<file path="config.mk">
export PLATFORM = sky130hd
export DESIGN_NAME = load_store_unit
export DESIGN_NICKNAME = d
export VERILOG_FILES = /design/src/rtl/load_store_unit_pkg.sv /design/src/rtl/load_store_unit_load_align.sv /design/src/rtl/load_store_unit.sv
export SDC_FILE = /design/constraint.sdc
export NUM_CORES = 1
export LEC_CHECK = 0
export BUFFER_PORTS_ARGS = -buffer_cell sky130_fd_sc_hd__buf_2
export CAP_MARGIN = 20
export CORE_MARGIN = 2
export CORE_UTILIZATION = 54
export DETAILED_ROUTE_END_ITERATION = 10
export PLACE_DENSITY_LB_ADDON = 0.3
export SLEW_MARGIN = 20
export SYNTH_ARGS = -nofsm -noshare
export SYNTH_HDL_FRONTEND = slang
export SYNTH_HIERARCHICAL = 1
export SYNTH_SLANG_ARGS = --single-unit
</file>
<file path="constraint.sdc">
create_clock -name clk -period 4.5 [get_ports clk]
set_clock_uncertainty 0.05 [all_clocks]
set_input_delay 1.125 -clock clk [delete_from_list [all_inputs] [get_ports clk]]
set_output_delay 1.125 -clock clk [all_outputs]
set_load 0.05 [all_outputs]
</file>
<file path="src/rtl/load_store_unit_pkg.sv">
// Shared CPU definitions for the load/store path: RV32I width codes, LSU states
// and the store-lane merge helper used for sub-word read-modify-write.
package load_store_unit_pkg;

    typedef enum logic [2:0] {
        F3_B  = 3'b000,
        F3_H  = 3'b001,
        F3_W  = 3'b010,
        F3_BU = 3'b100,
        F3_HU = 3'b101
    } funct3_e;

    typedef enum logic {
        ST_IDLE  = 1'b0,
        ST_MERGE = 1'b1
    } lsu_state_e;

    // Overlay the low byte/halfword of wdata onto word at the given lane.
    function automatic logic [31:0] merge_lane(input logic [31:0] word,
                                               input logic [31:0] wdata,
                                               input logic [1:0]  offset,
                                               input logic        half);
        logic [31:0] r;
        r = word;
        if (half)
            r[{offset[1], 4'b0000} +: 16] = wdata[15:0];
        else
            r[{offset, 3'b000} +: 8] = wdata[7:0];
        return r;
    endfunction

endpackage

</file>
<file path="src/rtl/load_store_unit_load_align.sv">
// Combinational lane extraction and sign/zero extension of a memory word.
module load_align
    import load_store_unit_pkg::*;
(
    input  logic [31:0] word,
    input  logic [1:0]  offset,
    input  logic [2:0]  funct3,
    output logic [31:0] data
);

    logic [31:0] shifted;

    assign shifted = word >> {offset, 3'b000};

    always_comb begin
        data = '0;
        case (funct3)
            F3_B:    data = {{24{shifted[7]}}, shifted[7:0]};
            F3_H:    data = {{16{shifted[15]}}, shifted[15:0]};
            F3_W:    data = shifted;
            F3_BU:   data = {24'h0, shifted[7:0]};
            F3_HU:   data = {16'h0, shifted[15:0]};
            default: data = '0;
        endcase
    end

endmodule

</file>
<file path="src/rtl/load_store_unit.sv">
// RV32I load/store unit: single-cycle loads and word stores, two-cycle
// read-modify-write for byte/halfword stores over a word-wide memory.
module load_store_unit
    import load_store_unit_pkg::*;
#(
    parameter int ALIGN_CHECK = 1
) (
    input  logic        clk,
    input  logic        rst_n,
    input  logic        req_valid,
    output logic        req_ready,
    input  logic        req_we,
    input  logic [2:0]  req_funct3,
    input  logic [31:0] req_addr,
    input  logic [31:0] req_wdata,
    output logic        resp_valid,
    output logic [31:0] resp_rdata,
    output logic        resp_misaligned,
    output logic        resp_illegal,
    output logic [31:0] mem_addr,
    output logic [31:0] mem_write_data,
    output logic        mem_read,
    output logic        mem_write,
    input  logic [31:0] mem_read_data
);

    localparam bit CHECK = (ALIGN_CHECK != 0);

    lsu_state_e  state, state_next;
    logic        accept, is_half, is_word, illegal, misaligned, go, sub_store;
    logic [1:0]  offset;
    logic [31:0] word_addr, load_data;
    logic [31:0] merge_word_p1, merge_addr_p1;

    assign req_ready = (state == ST_IDLE);
    assign accept    = req_valid && req_ready;
    assign is_half   = (req_funct3[1:0] == 2'b01);
    assign is_word   = (req_funct3[1:0] == 2'b10);
    assign illegal   = req_we ? !(req_funct3 inside {F3_B, F3_H, F3_W})
                              : !(req_funct3 inside {F3_B, F3_H, F3_W, F3_BU, F3_HU});
    assign misaligned = CHECK && !illegal &&
                        ((is_half && req_addr[0]) || (is_word && req_addr[1:0] != 2'b00));
    assign go        = accept && !illegal && !misaligned;
    assign sub_store = req_we && !is_word;
    assign word_addr = {req_addr[31:2], 2'b00};

    // Low address bits are dropped to the natural alignment of the access size.
    assign offset = is_word ? 2'b00 : (is_half ? {req_addr[1], 1'b0} : req_addr[1:0]);

    load_align u_load_align (
        .word   (mem_read_data),
        .offset (offset),
        .funct3 (req_funct3),
        .data   (load_data)
    );

    always_ff @(posedge clk or negedge rst_n) begin
        if (!rst_n) state <= ST_IDLE;
        else        state <= state_next;
    end

    always_comb begin
        state_next = state;
        case (state)
            ST_IDLE:  if (go && sub_store) state_next = ST_MERGE;
            ST_MERGE: state_next = ST_IDLE;
            default:  state_next = ST_IDLE;
        endcase
    end

    always_comb begin
        mem_read       = 1'b0;
        mem_write      = 1'b0;
        mem_addr       = '0;
        mem_write_data = '0;
        case (state)
            ST_IDLE: begin
                if (go) begin
                    mem_addr = word_addr;
                    if (req_we && is_word) begin
                        mem_write      = 1'b1;
                        mem_write_data = req_wdata;
                    end else begin
                        mem_read = 1'b1;
                    end
                end
            end
            ST_MERGE: begin
                mem_write      = 1'b1;
                mem_addr       = merge_addr_p1;
                mem_write_data = merge_word_p1;
            end
            default: ;
        endcase
    end

    // Response / merge stage: everything registered one cycle after the accept.
    always_ff @(posedge clk or negedge rst_n) begin
        if (!rst_n) begin
            resp_valid      <= 1'b0;
            resp_rdata      <= '0;
            resp_misaligned <= 1'b0;
            resp_illegal    <= 1'b0;
            merge_word_p1   <= '0;
            merge_addr_p1   <= '0;
        end else begin
            resp_valid      <= (accept && !(go && sub_store)) || (state == ST_MERGE);
            resp_rdata      <= (go && !req_we) ? load_data : '0;
            resp_misaligned <= accept && misaligned;
            resp_illegal    <= accept && illegal;
            if (go && sub_store) begin
                merge_word_p1 <= merge_lane(mem_read_data, req_wdata, offset, is_half);
                merge_addr_p1 <= word_addr;
            end
        end
    end

endmodule

</file>
Word level (Yosys, flattened, before mapping)
Index checks and enable logic that the tools add are counted.

word-level totals
  bits in registers = 98
  latch bits = 0
  memory bits (writable) = 0
  memory bits (read-only) = 0
  input bits = 103
  memories kept = 0

operators by class
  add/subtract/negate cells = 2
  multiply operators = 0
  divide/modulo/power cells = 0
  order comparisons = 0
  equal/unequal tests = 6
  shift-type cells = 5
  multiplexer cells = 21
  bitwise gates (word level) = 1
  reduce and logical (&&, ||, !) cells = 26

operator list
  kind                       number
  $mux W32                   5
  $pmux W32 S5               1
  $pmux W32 S2               2
  $bwmux W32                 2
  $shift A16 B7 Y32 const A  1
  $shift A8 B7 Y32 const A   1
  $shiftx A16 B7 Y32         1
  $shiftx A8 B7 Y32          1
  $shr A32 B5 Y32            1
  $neg A5 Y7                 2
  $logic_and A1 B1 Y1        13
  $mux W1                    8
  $logic_not A1 Y1           7
  $eq A3 B3 Y1 const B       2
  $reduce_bool A5 Y1         1
  $pmux W1 S2                2
  $eq A3 B1 Y1 const B       1
  $eq A3 B2 Y1 const B       1
  $logic_not A3 Y1           1
  $reduce_bool A3 Y1         1
  $eq A2 B1 Y1 const B       1
  $eq A2 B2 Y1 const B       1
  $logic_or A1 B1 Y1         2
  $mux W2                    1
  2 further kinds            2

Logic depth before layout (Yosys ltp)
Gate-level depths: netlist of run 1.

  depth in word-level cells = 12
  gate-level depth with buffers = 11

Cells and area by module
Netlist of run 1, hierarchy kept.

modules (own cells, without submodules)
  module           instances  cells each  area an instance (um^2)
  load_store_unit  1          482         4794.6
  load_align       1          109         803.3

Worst setup path after synthesis of run 1
Ideal clock, no wire load.

  path type = input -> output
  start = input req_funct3[0]
  end = output mem_write_data[10]
  arrival = 2.363 ns
  slack = 0.962 ns
  stages = 6
  buffers on the path = 2
  cell sequence = buf_6 > inv_1 > nand2_1 > nor3_2 > buf_2 > a22o_1

on the way
  cells in the longest elaborated chain, start to end = 10

ends and longest elaborated chain
  item                                                      RTL line                                      RTL
  start, declared                                           load_store_unit.sv:13                         input logic [2:0] req_funct3,
  $eq A3 B1 Y1 (tied with other cells)                      load_store_unit.sv:39, load_store_unit.sv:40
  $reduce_bool A5 Y1 or $reduce_bool A3 Y1 (tied branches)  load_store_unit.sv:40, load_store_unit.sv:39
  $logic_not A1 Y1, on equally long branches                load_store_unit.sv:40, load_store_unit.sv:39
  $mux W1                                                   load_store_unit.sv:39                         assign illegal = req_we ? !(req_funct3 inside {F3_B, F3_H, F3_W})
  $logic_not A1 Y1                                          load_store_unit.sv:41, load_store_unit.sv:43
  $logic_and A1 B1 Y1                                       load_store_unit.sv:41                         assign misaligned = CHECK && !illegal &&
  $logic_not A1 Y1                                          load_store_unit.sv:43                         assign go = accept && !illegal && !misaligned;
  $logic_and A1 B1 Y1                                       load_store_unit.sv:43
  $mux W32 *                                                load_store_unit.sv:78                         if (go) begin
  $pmux W32 S2 *                                            load_store_unit.sv:76                         case (state)
  end, declared                                             load_store_unit.sv:21                         output logic [31:0] mem_write_data,

Every way passes the cells marked *; elsewhere a longest branch is shown, timed or not.

Final worst setup path of run 1
  start = input req_funct3[0]
  end = output mem_write_data[0]

The elaborated chain is that of the path after synthesis.

==> results by group, run 1 <==
Setup path
  – Maximum fanout encountered on the critical timing path: 33
  – Worst Setup EP: mem_write_data[0]
  – RR Endpoint: merge_word_p1[2]
  – Register-to-register path setup slack: roughly 1900 ps
  – Critical Setup Path Class: in2out
  – Maximum single-stage delay on the critical path: around 330 ps
  – Max stage delay cell, worst path: sky130_fd_sc_hd__buf_4
  – FF-to-FF path depth: 7
  – Crit path launch: req_funct3[0]
  – Worst r2r src: state
  – Cells along the critical path: buf_2 > inv_1 > nand2_1 > nor3_4 > buf_4 > a22o_1 > buf_2
  – Worst Path Arrival: 2620 ps
  – CP most frequent cell: sky130_fd_sc_hd__buf_2
  – Crit path required time: between 3000 and 4000 ps
  – Crit start category: primary input
  – Capturing element type of the critical path: output pin

Timing
  – Least-Margin Pin Slew: slightly below 1000 ps
  – Worst hold slack: 437 ps
  – Final total negative setup slack: 0 ps
  – Worst Setup Slack, final: roughly 700 ps
  – Fmax: 263 MHz
  – Post-layout min period: roughly 3800 ps
  – Final hold violation count: 0
  – Number of setup violations in the final report: 0
  – RSZ-0062 raised after global routing: no
  – Slew headroom: between 30% and 40%
  – Fin crit share: 84.4%
  – Max-slew violations: 0

Floorplan
  – I/O pins: around 210
  – Die width: about 110 microns
  – Core Footprint: 10200 sq um
  – Initial core utilization: between 50% and 60%
  – Die Height: 106 microns
  – Total Die Area: about 11000 sq um
  – Cell row count: 37

Finish
  – Antenna Diode Count: 0
  – Storage element area: approximately 2500 sq um
  – Post-route non-filler standard cell count: 910
  – Total area of multi-input combinational cells: 2880 sq um
  – Post-layout instance area: 6860 sq um
  – Core utilization of the finished layout: about two thirds
  – Layout-stage area growth over the synthesis result: 22.5%
  – Final-layout fill cell count: slightly above 800
  – Net count reported at finish: 877
  – Share of cells above drive strength 1: about a third
  – Highest-count cells in the layout ignoring fill and taps: sky130_fd_sc_hd__buf_2, sky130_fd_sc_hd__nand2_1, sky130_fd_sc_hd__dfrtp_1, sky130_fd_sc_hd__a22o_1, sky130_fd_sc_hd__and2_1
  – Most common cell after layout, fill and taps aside: sky130_fd_sc_hd__buf_2

Worst hold path
  – Worst hold path cell count: 2
  – Classification of the worst-slack hold path: reg2reg

Clock tree
  – Number of buffers created by CTS: 9
  – H-tree depth reported by CTS: 3
  – Maximum buffer depth of the clock tree: 2
  – Post-CTS setup buffers: 0
  – TritonCTS clock tree: done
  – Clock input transition at the sequential cells of the worst setup and hold paths: 90 ps
  – Total clock sinks: 98
  – Skew-Pair Late Insertion Delay: between 300 and 400 ps
  – PostCTS Resize Cnt: 0
  – Clock root cell: sky130_fd_sc_hd__clkbuf_8
  – Post-cts hold buffer count: 0

Route
  – DRC: 0
  – First-pass detailed-route iteration total: 5
  – Via density per instance: around 5.8
  – Wire length per cell: 17.8 microns
  – Final antenna-violating net count: 0
  – Total detailed-routing wirelength: between 15000 and 20000 microns
  – DRT iter0 DRCs: ~410
  – Total via count after detailed routing: between 5000 and 6000

Placed design
  – Post-Place Cells: a little under 900
  – Placement Cell Area: 6610 sq um
  – Weighted congestion reported at the end of routability-driven placement: slightly below 1
  – Pre-CTS WS: 719 ps
  – Count of input and output buffers: between 200 and 250
  – HPWL after DPL: about 12000 microns

Yosys
  – Synth Instances: around 600
  – EDFF count, synth: 0
  – Mapped Area: 5600 sq um
  – Count of warnings emitted by yosys: 6
  – Sequential share of the synthesized area: between 40% and 50%
  – Register bit total from synthesis: 98
  – FFs w/ async S/R, synth: 100%
  – Number of library cell types mapped by synthesis: between 50 and 60
  – Post-Syn Area per Cell: around 9.5 sq um
  – Primary FF master, synth: sky130_fd_sc_hd__dfrtp_1

Job
  – Number of max-cap violations: 0

Global routing
  – First-pass GRT wire length: ~26000 microns
  – Number of antenna violations at the first check in global routing: 0
  – Total grt overflow: 0
  – Number of global-route vias before repair: 5077
  – Total global routing track utilization: between 20 and 30%
  – Largest net degree at the start of global routing: 80

Run status
  – Status: finished, final reports clean

Power and ir drop
  – Power density of the placed cells: 339 nW/um^2
  – Peak supply drop: 203 uV
  – Static Leak: roughly 3.7 nW
  – Total chip power: around 2.3 mW
-- state kept, by name (all words and copies together) (netlist names) --
register and count:
merge_word_p1 32, resp_rdata 32, merge_addr_p1 30, resp_illegal 1
resp_misaligned 1, resp_valid 1, state 1
-- routing by layer --
layer / share of wire (%) / track usage (%) / vias up
li1: - / - / 2463
met1: 40 / 37.8 / 2495
met2: 47 / 46.8 / 292
met3: 8.3 / 5.01 / 41
met4: 4.4 / 16.4 / 0
met5: 0 / 0 / -
-- worst min path at each step --
stage / startpoint / endpoint / slack, ps
after floorplan: merge_addr_p1[10] / merge_addr_p1[10] / 400
after global placement: merge_addr_p1[30] / merge_addr_p1[30] / 410
after detailed placement: merge_addr_p1[5] / merge_addr_p1[5] / 420
after CTS: merge_addr_p1[21] / merge_addr_p1[21] / 440
after global routing: merge_addr_p1[15] / merge_addr_p1[15] / 450
final: merge_addr_p1[21] / merge_addr_p1[21] / 440
-- area by class of cell --
type	count	area share, %
Multi-Input combinational cell	442	41.9
Clock inverter	7	1.82
Inverter	6	0.328
Sequential cell	98	35.8
Clock buffer	9	1.81
Tap cell	136	2.48
Timing Repair Buffer	212	15.9
-- worst max-delay path: cells and delay by family --
kind                   cells  cell delay, ps
AND/OR/NAND/NOR            2             330
AO/OA/AOI/OAI              1             190
buffers and inverters      4             950
-- cell families (layout without fill, tap and decap cells) --
logic type	after synthesis	in the layout	synth area share, %
multiplexers	20	20	3.60
adder cells (fa/ha/maj)	5	5	1.12
AND/OR/NAND/NOR	223	223	19.2
AO/OA/AOI/OAI	191	191	27.0
buffers and inverters	52	234	5.01
other	1	2	0.0670
XOR/XNOR	1	1	0.156
flip-flops	98	98	43.8
-- Yosys cell counts, types with 9 or more instances --
cell type / instances / area (sq um)
sky130_fd_sc_hd__and2_1: 32 / 200
sky130_fd_sc_hd__nand2_1: 131 / 492
sky130_fd_sc_hd__nor2b_1: 11 / 68.8
sky130_fd_sc_hd__nor2_1: 21 / 78.8
sky130_fd_sc_hd__o21ai_1: 17 / 85.1
sky130_fd_sc_hd__a21oi_1: 21 / 105
sky130_fd_sc_hd__dfrtp_1: 98 / 2450
sky130_fd_sc_hd__a22o_1: 70 / 613
sky130_fd_sc_hd__a21o_1: 16 / 120
sky130_fd_sc_hd__a211oi_1: 14 / 105
sky130_fd_sc_hd__o21ai_0: 9 / 45.0
sky130_fd_sc_hd__clkbuf_1: 18 / 67.6
sky130_fd_sc_hd__mux2i_1: 19 / 190
sky130_fd_sc_hd__a221oi_1: 16 / 140
sky130_fd_sc_hd__buf_2: 14 / 70.1
-- power by group --
part / total (mW) / internal (mW) / leakage [nW] / switching [mW]
registers: 1.09 / 1.01 / 1.26 / 0.0823
logic: 0.540 / 0.194 / 2.28 / 0.345
clock network: 0.691 / 0.375 / 0.124 / 0.316
Note: power is estimated with default switching activity, not from simulation.
==> inputs of run 2 (changes only) <==
Settings changed: CORE_UTILIZATION 54 to 50.
Clock period 4.5 ns to 3.88 ns, I/O delays scaled along.
==> results by group, run 2 (same netlist as run 1, synthesis figures left out) <==
Finish
  – Biggest regs: merge_word_p1 x32, resp_rdata x32, merge_addr_p1 x30
  – Net count reported at finish: 881 (+0.46%)
  – Layout-stage area growth over the synthesis result: 22.5% (about the same)
  – Highest-count cells in the layout ignoring fill and taps: sky130_fd_sc_hd__buf_2, sky130_fd_sc_hd__nand2_1, sky130_fd_sc_hd__dfrtp_1, sky130_fd_sc_hd__a22o_1, sky130_fd_sc_hd__and2_1
  – Most common cell after layout, fill and taps aside: sky130_fd_sc_hd__buf_2
  – Share of cells above drive strength 1: 32.5% (+0.22 points)
  – Core utilization of the finished layout: 63.0% (-4.4 points)

Clock tree
  – Post-CTS setup buffers: 0 (unchanged)
  – PostCTS Resize Cnt: 0 (unchanged)
  – Clock input transition at the sequential cells of the worst setup and hold paths: 90 ps (about the same)
  – H-tree depth reported by CTS: 3 (unchanged)
  – Total clock sinks: 98 (unchanged)
  – TritonCTS clock tree: done
  – Maximum buffer depth of the clock tree: 2 (unchanged)
  – Number of buffers created by CTS: 9 (unchanged)
  – Clock root cell: sky130_fd_sc_hd__clkbuf_8
  – Post-cts hold buffer count: 0 (unchanged)
  – Skew-Pair Late Insertion Delay: 370 ps (about the same)

Setup path
  – Cell family contributing the most delay on the critical path: buffers and inverters
  – Sum of buffers and inverters on the critical path: 4 (unchanged)
  – Cells along the critical path: buf_2 > inv_1 > nand2_1 > nor3_4 > buf_12 > a22o_1 > buf_2
  – Max stage delay cell, worst path: sky130_fd_sc_hd__buf_2
  – Maximum single-stage delay on the critical path: 270 ps (-60 ps)
  – Critical Setup Path Class: in2out
  – Capturing element type of the critical path: output pin
  – Worst Path Arrival: 2410 ps (-210 ps)
  – Worst r2r src: state
  – CP most frequent cell: sky130_fd_sc_hd__buf_2
  – Crit start category: primary input
  – Crit path launch: req_funct3[0]
  – Maximum fanout encountered on the critical timing path: 33 (unchanged)
  – Crit path required time: 2860 ps (-460 ps)

Timing
  – Slew headroom: 51.1% (+16 points)
  – Worst Setup Slack, final: 448 ps (-254 ps)
  – RSZ-0062 raised after global routing: no
  – Least-Margin Pin Slew: 733 ps (-242 ps)
  – Fin crit share: between 80 and 90%
  – Final hold violation count: 0 (unchanged)
  – Post-layout min period: approximately 3400 ps
  – Fmax: a little under 300 MHz
  – Number of setup violations in the final report: 0 (unchanged)
  – Final total negative setup slack: 0 ps (unchanged)
  – Max-slew violations: 0 (unchanged)
  – Worst hold slack: 438 ps (+0.880 ps)

Floorplan
  – Die Height: 110 microns (+3.8%)
  – Cell row count: 38 (+2.7%)
  – Total Die Area: 12100 sq um (+7.7%)
  – Die width: 110 microns (+3.8%)
  – Core Footprint: 10900 sq um (+6.9%)
  – I/O pins: 205 (unchanged)
  – Initial core utilization: 51.4% (-3.5 points)

Route
  – Wire length per cell: 18.8 microns (+5.8%)
  – DRC: 0 (unchanged)
  – Total detailed-routing wirelength: 17300 microns (+6.9%)
  – DRT iter0 DRCs: 446 (+8.0%)
  – First-pass detailed-route iteration total: 5 (unchanged)
  – Via density per instance: 5.87 (+0.95%)
  – Total via count after detailed routing: 5400 (+2.1%)
  – Final antenna-violating net count: 0 (unchanged)

Global routing
  – Number of global-route vias before repair: 5211 (+2.6%)
  – Largest net degree at the start of global routing: 57 (-29%)
  – Total grt overflow: 0 (unchanged)
  – First-pass GRT wire length: 26800 microns (+4.6%)
  – Number of antenna violations at the first check in global routing: 2 (+2)
  – Total global routing track utilization: 29.2% (-0.094 points)

Placed design
  – Weighted congestion reported at the end of routability-driven placement: 0.913 (-5.6%)
  – HPWL after DPL: 13000 microns (+10%)
  – Pre-CTS WS: 454 ps (-265 ps)
  – Count of input and output buffers: 202 (unchanged)

Worst hold path
  – Hold path startpoint: merge_addr_p1[2]
  – Classification of the worst-slack hold path: reg2reg

Job
  – Number of max-cap violations: 0 (unchanged)

Power and ir drop
  – Power density of the placed cells: 374 nW/um^2 (+11%)
  – Peak supply drop: 206 uV (+1.4%)
  – Static Leak: 3.66 nW (-0.15%)

Run status
  – Status: finished, final reports clean
[run 2: stage by stage]
stage | std cells | instance area, sq um | power, mW
after global placement | 902 | 6660 | 1.89
after floorplan | 592 | 5600 | 1.69
after CTS | 918 | 6850 | 2.59
final | 920 | 6860 | 2.57
after global routing | 920 | 6860 | 2.71
after detailed placement | 902 | 6660 | 1.91
[run 2: layer usage]
layer / up-vias / wire (microns) / GRT usage [%]
li1: 2489 / - / -
met1: 2634 / 7260 / 38.6
met2: 233 / 8320 / 47.2
met3: 44 / 1180 / 4.51
met4: 0 / 518 / 13.0
met5: - / 0 / 0
[run 2: area by class of cell]
class | instances | area, sq um
Clock inverter | 6 | 65.1
Multi-Input combinational cell | 442 | 2880
Timing Repair Buffer | 216 | 1130
Tap cell | 140 | 175
Antenna cell | 2 | 5.00
Inverter | 6 | 22.5
Clock buffer | 10 | 128
Fill cell | 975 | 4030
Sequential cell | 98 | 2450
[run 2: where the power goes]
part	switching [mW]	internal [mW]	total (mW)
Clock	0.371	0.300	0.670
Combinational	0.400	0.229	0.628
Sequential	0.0973	1.17	1.27
Total	0.867	1.70	2.57
[run 2: worst paths after layout]
path                            depth (start not counted)  slack (ps)                  to
worst max-delay path                                    7         450  mem_write_data[15]
worst min-delay path                                    2         440    merge_addr_p1[2]
worst max register to register                          7         950   merge_addr_p1[16]
worst min register to register                          2         440    merge_addr_p1[2]
max in group asynchronous                               2        2370      resp_rdata[17]
min in group asynchronous                               1         600   merge_word_p1[18]
[run 2: worst reg2reg max path, cell delays in order (launching register included)]
cell                        delay (ps)
sky130_fd_sc_hd__dfrtp_2           680
sky130_fd_sc_hd__buf_4             500
sky130_fd_sc_hd__nand4bb_4         280
sky130_fd_sc_hd__or2_2             510
sky130_fd_sc_hd__inv_2             360
sky130_fd_sc_hd__buf_4             310
sky130_fd_sc_hd__nand2_1            80
sky130_fd_sc_hd__nand2_1            50
